$ cat src/rtl/conc_obs_pkg.sv
`default_nettype none
// ============================================================================
// Module  : conc_obs_pkg
// Purpose : Shared types and helpers for the observe-capture path.
//           Serializer state enum, default record geometry, record layout,
//           and a 16-bit saturating increment.
// Ports   : none (package)
// Revision: 1.0 - initial release
// ============================================================================
package conc_obs_pkg;

  localparam int unsigned DATA_W_DEF = 128;
  localparam int unsigned WORD_W_DEF = 32;
  // Data words per record (the header stamp word is extra).
  localparam int unsigned WPR        = DATA_W_DEF / WORD_W_DEF;

  typedef enum logic [1:0] {
    IDLE = 2'd0,
    HDR  = 2'd1,
    DAT  = 2'd2
  } state_e;

  // Buffered record: stamp sits above the data in the packed FIFO word.
  typedef struct packed {
    logic [WORD_W_DEF-1:0] stamp;
    logic [DATA_W_DEF-1:0] data;
  } rec_t;

  function automatic logic [15:0] sat_inc16(input logic [15:0] v);
    return (v == 16'hFFFF) ? v : v + 16'd1;
  endfunction

endpackage
`default_nettype wire

$ cat src/rtl/conc_sync_fifo.sv
`default_nettype none
// ============================================================================
// Module  : conc_sync_fifo
// Purpose : Generic single-clock FIFO with first-word fall-through read port.
//           A push while full is accepted when a pop happens on the same edge.
// Ports   : clk_i    - clock
//           rst_ni   - async active-low reset (empties the FIFO)
//           push_i   - write strobe, wdata_i - write data
//           pop_i    - read strobe (ignored while empty)
//           rdata_o  - head entry, valid while !empty_o
//           full_o / empty_o / count_o - occupancy status
// Revision: 1.0 - initial release
// ============================================================================
module conc_sync_fifo #(
  parameter  int unsigned WIDTH = 160,
  parameter  int unsigned DEPTH = 8,
  localparam int unsigned AW    = $clog2(DEPTH)
) (
  input  logic             clk_i,
  input  logic             rst_ni,
  input  logic             push_i,
  input  logic [WIDTH-1:0] wdata_i,
  input  logic             pop_i,
  output logic [WIDTH-1:0] rdata_o,
  output logic             full_o,
  output logic             empty_o,
  output logic [AW:0]      count_o
);

  logic [WIDTH-1:0] mem_q [DEPTH];
  logic [AW-1:0]    wr_ptr_q, rd_ptr_q;
  logic [AW:0]      count_q;
  logic             do_pop, do_push;

  assign full_o  = (count_q == (AW+1)'(DEPTH));
  assign empty_o = (count_q == '0);
  assign count_o = count_q;
  assign rdata_o = mem_q[rd_ptr_q];

  assign do_pop  = pop_i && !empty_o;
  // The pop frees a slot on the same edge, so a full FIFO can still accept.
  assign do_push = push_i && (!full_o || do_pop);

  always_ff @(posedge clk_i or negedge rst_ni) begin
    if (!rst_ni) begin
      wr_ptr_q <= '0;
      rd_ptr_q <= '0;
      count_q  <= '0;
    end else begin
      if (do_push) wr_ptr_q <= wr_ptr_q + AW'(1);
      if (do_pop)  rd_ptr_q <= rd_ptr_q + AW'(1);
      case ({do_push, do_pop})
        2'b10:   count_q <= count_q + (AW+1)'(1);
        2'b01:   count_q <= count_q - (AW+1)'(1);
        default: count_q <= count_q;
      endcase
    end
  end

  // Storage needs no reset; only pointers define validity.
  always_ff @(posedge clk_i) begin
    if (do_push) mem_q[wr_ptr_q] <= wdata_i;
  end

endmodule
`default_nettype wire

$ cat src/rtl/conc_obs_capture.sv
`default_nettype none
// ============================================================================
// Module  : conc_obs_capture
// Purpose : Samples observed DUT output on each obs strobe, stamps it with
//           the cycle count, buffers it and streams it out as a
//           header word followed by DATA_W/WORD_W data words (MS first).
// Ports   : clk_i, rst_ni         - clock, async active-low reset
//           obs_i, obs_data_i     - capture strobe and sampled data
//           clr_i                 - clears ovf_o / drop_cnt_o
//           m_valid_o, m_ready_i, m_data_o, m_last_o - word stream
//           ovf_o                 - sticky drop flag
//           drop_cnt_o            - saturating dropped-sample count
// Revision: 1.0 - initial release
// ============================================================================
module conc_obs_capture
  import conc_obs_pkg::*;
#(
  parameter int unsigned DATA_W = 128,
  parameter int unsigned WORD_W = 32,
  parameter int unsigned DEPTH  = 8
) (
  input  logic              clk_i,
  input  logic              rst_ni,
  input  logic              obs_i,
  input  logic [DATA_W-1:0] obs_data_i,
  input  logic              clr_i,
  output logic              m_valid_o,
  input  logic              m_ready_i,
  output logic [WORD_W-1:0] m_data_o,
  output logic              m_last_o,
  output logic              ovf_o,
  output logic [15:0]       drop_cnt_o
);

  localparam int unsigned NWORDS = DATA_W / WORD_W;
  localparam int unsigned IW     = $clog2(NWORDS + 1);
  localparam int unsigned AW     = $clog2(DEPTH);

  state_e              state_q, state_d;
  logic [IW-1:0]       idx_q, idx_d;
  logic [WORD_W-1:0]   cyc_q;
  logic                ovf_q;
  logic [15:0]         drop_q;

  logic [WORD_W+DATA_W-1:0] head;
  logic                     fifo_full, fifo_empty;
  logic [AW:0]              fifo_count;
  logic                     pop, push, drop, more;

  // Pop only on the handshake of the final data word of a record.
  assign pop  = (state_q == DAT) && m_ready_i && (idx_q == IW'(NWORDS));
  assign push = obs_i && (!fifo_full || pop);
  assign drop = obs_i && fifo_full && !pop;
  // Anything left after this edge's pop, counting a same-edge push?
  assign more = (fifo_count > (AW+1)'(1)) || push;

  conc_sync_fifo #(
    .WIDTH (WORD_W + DATA_W),
    .DEPTH (DEPTH)
  ) u_fifo (
    .clk_i   (clk_i),
    .rst_ni  (rst_ni),
    .push_i  (push),
    .wdata_i ({cyc_q, obs_data_i}),
    .pop_i   (pop),
    .rdata_o (head),
    .full_o  (fifo_full),
    .empty_o (fifo_empty),
    .count_o (fifo_count)
  );

  always_ff @(posedge clk_i or negedge rst_ni) begin
    if (!rst_ni) begin
      state_q <= IDLE;
      idx_q   <= '0;
      cyc_q   <= '0;
      ovf_q   <= 1'b0;
      drop_q  <= '0;
    end else begin
      state_q <= state_d;
      idx_q   <= idx_d;
      cyc_q   <= cyc_q + WORD_W'(1);
      // A drop on the clear edge wins: the count restarts at one.
      if (drop) begin
        ovf_q  <= 1'b1;
        drop_q <= clr_i ? 16'd1 : sat_inc16(drop_q);
      end else if (clr_i) begin
        ovf_q  <= 1'b0;
        drop_q <= '0;
      end
    end
  end

  always_comb begin
    state_d   = state_q;
    idx_d     = idx_q;
    m_valid_o = 1'b0;
    m_data_o  = '0;
    m_last_o  = 1'b0;
    case (state_q)
      IDLE: begin
        if (!fifo_empty) state_d = HDR;
      end
      HDR: begin
        m_valid_o = 1'b1;
        m_data_o  = head[DATA_W +: WORD_W];
        if (m_ready_i) begin
          state_d = DAT;
          idx_d   = IW'(1);
        end
      end
      DAT: begin
        m_valid_o = 1'b1;
        m_last_o  = (idx_q == IW'(NWORDS));
        // idx 1 selects the most significant data word.
        for (int unsigned w = 0; w < NWORDS; w++) begin
          if (idx_q == IW'(w + 1)) m_data_o = head[DATA_W-1-w*WORD_W -: WORD_W];
        end
        if (m_ready_i) begin
          if (m_last_o) begin
            state_d = more ? HDR : IDLE;
            idx_d   = '0;
          end else begin
            idx_d = idx_q + IW'(1);
          end
        end
      end
      default: state_d = IDLE;
    endcase
  end

  assign ovf_o      = ovf_q;
  assign drop_cnt_o = drop_q;

endmodule
`default_nettype wire

$ cat config.mk
export PLATFORM = sky130hd
export DESIGN_NAME = conc_obs_capture
export DESIGN_NICKNAME = d
export VERILOG_FILES = /design/src/rtl/conc_obs_pkg.sv /design/src/rtl/conc_sync_fifo.sv /design/src/rtl/conc_obs_capture.sv
export SDC_FILE = /design/constraint.sdc
export NUM_CORES = 1
export LEC_CHECK = 0
export CORE_MARGIN = 2
export CORE_UTILIZATION = 45
export CTS_BUF_LIST = sky130_fd_sc_hd__clkbuf_4
export CTS_CLUSTER_DIAMETER = 50
export CTS_CLUSTER_SIZE = 40
export DETAILED_ROUTE_END_ITERATION = 8
export SLEW_MARGIN = 40
export SYNTH_ARGS = -nofsm -noshare
export SYNTH_HDL_FRONTEND = slang
export SYNTH_SLANG_ARGS = --single-unit
$ cat constraint.sdc
create_clock -name clk_i -period 22.7 [get_ports clk_i]
set_input_delay 4.54 -clock clk_i [delete_from_list [all_inputs] [get_ports clk_i]]
set_output_delay 4.54 -clock clk_i [all_outputs]
set_load 0.05 [all_outputs]
==> results.py <==
metrics = {
    "floorplanning": {
        "die_h_um": 345,
        "rows": 125,
        "die_area_um2": 119000,
        "start_util_pct": 45.2,
        "die_w_um": 345,
        "io_pins": 184,
        "coreArea_um2": 116000,
    },
    "sta": {
        "max-slew-margin-rel_pct": 41.6,
        "rsz0062_at_grt": "false",
        "min_period_ns": 10.67,
        "final_max_slew_viol_count": 0,
        "fin_tns_setup_ns": 0,
        "fin_skew_ns": 0.0757,
        "max_freq_mhz": 93.7,
        "setup_viol": 0,
        "timing.final.crit_share_pct": 47.0,
        "tightestPinTransition_ns": 0.876,
        "hold_viol": 0,
    },
    "worst_setup_path": {
        "rr_startpoint": "state_q[0]",
        "startpoint_type": "register",
        "worstPathRequired_ns": 18.16,
        "cp_num_buf_inv": 5,
        "cpPeakStageDelay_ns": 0.91,
        "crit_path_top_delay_cell": "dfrtp_4",
        "crit_chain": "buf_4 -> buf_4 -> buf_12 -> buf_6 -> mux4_2 -> a22oi_1 -> o211ai_1 -> a31o_2 -> clkdlybuf4s50_1",
        "crit_type": "register to primary output",
        "critPathLaunch": "u_fifo.rd_ptr_q[0]",
        "crit_top_cell": "buf_4",
        "cp-end-kind": "primary output",
        "crit_fanout": 43,
        "worst_ep_arrival_time_ns": 6.13,
        "cp_top_family": "buffers and inverters",
    },
    "grt": {
        "globalRoute.totalOverflow": 0,
        "grt_max_degree": 107,
        "antenna_found_initial": 15,
        "grtUsageTotal_pct": 21.3,
        "grt_pass1_vias": 26800,
        "grt_pass1_wl_mm": 183,
    },
    "detailed_routing": {
        "drc": 0,
        "vias_per_cell": 5.85,
        "ant_nets": 0,
        "route.vias.total": 25700,
        "drtIter0Drc": 2090,
        "routed_wl_mm": 125,
        "drt-wirelength-per-cell_um": 28.5,
        "firstDrtPassIters": 6,
    },
    "run": {
        "maxCapViolations": 0,
    },
    "synth": {
        "synth_ff_type": "edfxtp_1",
        "synthArstFlopShare_pct": 4.76,
        "avgSynthCellArea_um2": 20.7,
        "synth.yosys.seq_area_share_pct": 76.6,
        "ys_types": 55,
        "synthCells": 2521,
        "ys_warn_count": 0,
        "synth_edf_count": 1280,
        "syn_area_um2": 52300,
        "ys_ff_latch": 1344,
        "synth_fp_nets": 2671,
    },
    "final_layout": {
        "layout.cells.non_filler": 4397,
        "nets": 2909,
        "area_growth_pct": 11.6,
        "drive_gt1_share_pct": 22.1,
        "fillers": 9275,
    },
    "place": {
        "port-buffer-count": 183,
        "routabilityCongestion": 0.737,
        "hpwl_mm": 70.6,
        "dp_cells": 4147,
    },
    "cts": {
        "cts_buffers": 134,
        "cts_max_level": 4,
        "cts_tree": "done",
        "clkTransAtPathRegs_ns": 0.14,
        "clock_sinks": 1344,
        "clockBufferDepth": 3,
        "post-cts-setup-buffers": 0,
        "cts_hold_buf": 0,
        "clockRootBuffer": "clkbuf_4",
        "cts_resized": 0,
        "clk_latency_ns": 1.13,
    },
    "power_and_ir_drop": {
        "powerDensity_nw_per_um2": 101,
        "ir_drop_mv": 0.0645,
        "p_leak_nw": 18.0,
    },
    "run_status": {
        "status": "finished, final reports clean",
    },
    "worst_hold_path": {
        "hold_class": "register to register",
        "hold_start": "ovf_o",
    },
}
-- sequential cells by signal (all words and copies together), names as in the netlist --
| register | flops |
|---|---|
| state_q | 2 |
| cyc_q | 32 |
| idx_q | 3 |
| u_fifo.mem_q | 1280 |
| ovf_o | 1 |
| u_fifo.wr_ptr_q | 3 |
| drop_cnt_o | 16 |
| u_fifo.rd_ptr_q | 3 |
| u_fifo.count_o | 4 |
-- report_power, final --
group,internal (W),switching [W],total [W]
Clock,0.000516,0.000827,0.00134
Combinational,0.000507,0.000897,0.00140
Sequential,0.00306,0.0000934,0.00315
-- final timing paths --
kind,end,slack (ns),cells after the start
setup / recovery,m_data_o[0],12.03,9
hold / removal,ovf_o,0.54,2
setup reg to reg,u_fifo.mem_q[4][157],17.93,9
hold reg to reg,ovf_o,0.54,2
max in group asynchronous,cyc_q[15],18.73,1
min in group asynchronous,u_fifo.wr_ptr_q[1],3.41,1
-- cell type report --
cell class	count	area [µm²]	area share [%]
clock inverter	87	940	1.61
multi-input combinational	1020	11600	19.9
clock buffer	152	1140	1.96
inverter	19	71.3	0.122
tap	1524	1910	3.27
timing repair buffer	240	2580	4.42
antenna	11	27.5	0.0472
sequential	1344	40000	68.6
-- routing by layer --
layer  global-route usage, %  up-vias  share of wire [%]
met1                    28.8    13800                 42
met2                    36.1      726                 50
li1                        -    11000                  -
met4                    4.89       22                1.6
met5                       0        -               0.11
met3                    3.94      165                5.6
-- cells by family after synthesis --
| group | count (synthesis) | synth area share [%] |
|---|---|---|
| DFF | 1344 | 76.6 |
| muxes | 491 | 14.9 |
| AOI/OAI and AO/OA | 289 | 4.01 |
| and+or+nand+nor | 185 | 2.01 |
| buffers and inverters | 157 | 1.45 |
| xor gates and xnor gates | 38 | 0.636 |
| adders and majority gates | 17 | 0.407 |
-- synthesized netlist by cell type (all sizes together), types with 2 or more instances --
master | instances | share of area [%]
a22o | 64 | 1.1
edfxtp | 1280 | 73
and3 | 7 | 0.084
or4 | 8 | 0.11
mux4 | 224 | 9.6
o21ai | 39 | 0.37
o31a | 2 | 0.033
nand2b | 3 | 0.036
xor2 | 9 | 0.15
dfrtp | 64 | 3.1
o31ai | 6 | 0.086
o211ai | 32 | 0.46
nor2b | 10 | 0.12
a31o | 32 | 0.54
or4b | 2 | 0.038
mux2i | 193 | 3.7
inv | 19 | 0.14
nor3b | 4 | 0.067
or2 | 2 | 0.024
clkbuf | 50 | 0.36
a22oi | 34 | 0.49
ha | 17 | 0.41
nand4 | 18 | 0.26
nor4 | 10 | 0.13
xnor2 | 29 | 0.49
nand4b | 2 | 0.033
and4 | 6 | 0.10
nor2 | 19 | 0.14
nand3 | 25 | 0.24
nor3 | 6 | 0.057
nand2 | 54 | 0.39
o22ai | 64 | 0.77
a32o | 2 | 0.038
nor4b | 3 | 0.091
and2 | 2 | 0.024
mux2 | 74 | 1.6
a21oi | 10 | 0.096
o41ai | 3 | 0.050
buf | 88 | 0.96
-- layout by cell type (no fill, tap or decap), drive strengths merged, types with 9 or more instances in the layout --
master,instances
clkdlybuf4s50,181
nand4,18
nand2,54
ha,17
a21oi,10
a31o,32
clkbuf,152
nor4,10
o21ai,39
dfrtp,64
mux2,74
inv,36
clkinv,46
mux2i,193
bufinv,14
nor2b,10
mux4,224
xor2,9
buf,59
a22oi,34
nor2,19
a22o,64
edfxtp,1280
o22ai,64
nand3,25
xnor2,29
clkinvlp,10
diode,11
o211ai,32
-- worst reg2reg max path: stages, from the launching register on --
cell and delay, ns:
dfrtp_1 0.44, inv_1 0.10, ha_1 0.41, nand4_1 0.29
a31oi_1 0.54, nand2_1 0.30, nor3_2 0.19, buf_6 0.60
buf_6 0.67, buf_6 0.79
-- through the flow --
stage	area [µm²]	util, %	worst slack, ns	total power, W	hold slack [ns]
finish	58300	50.4	12.03	0.00590	0.543
global route	58300	50.4	11.49	0.00615	0.598
CTS	58300	50.4	11.73	0.00597	0.547
detailed placement	56200	48.6	12.98	0.00464	0.528
global placement	55900	48.3	12.68	0.00459	0.519
floorplan	52300	-	0.0450	0.00419	0.496
Note: power is estimated with default switching activity, not from simulation.
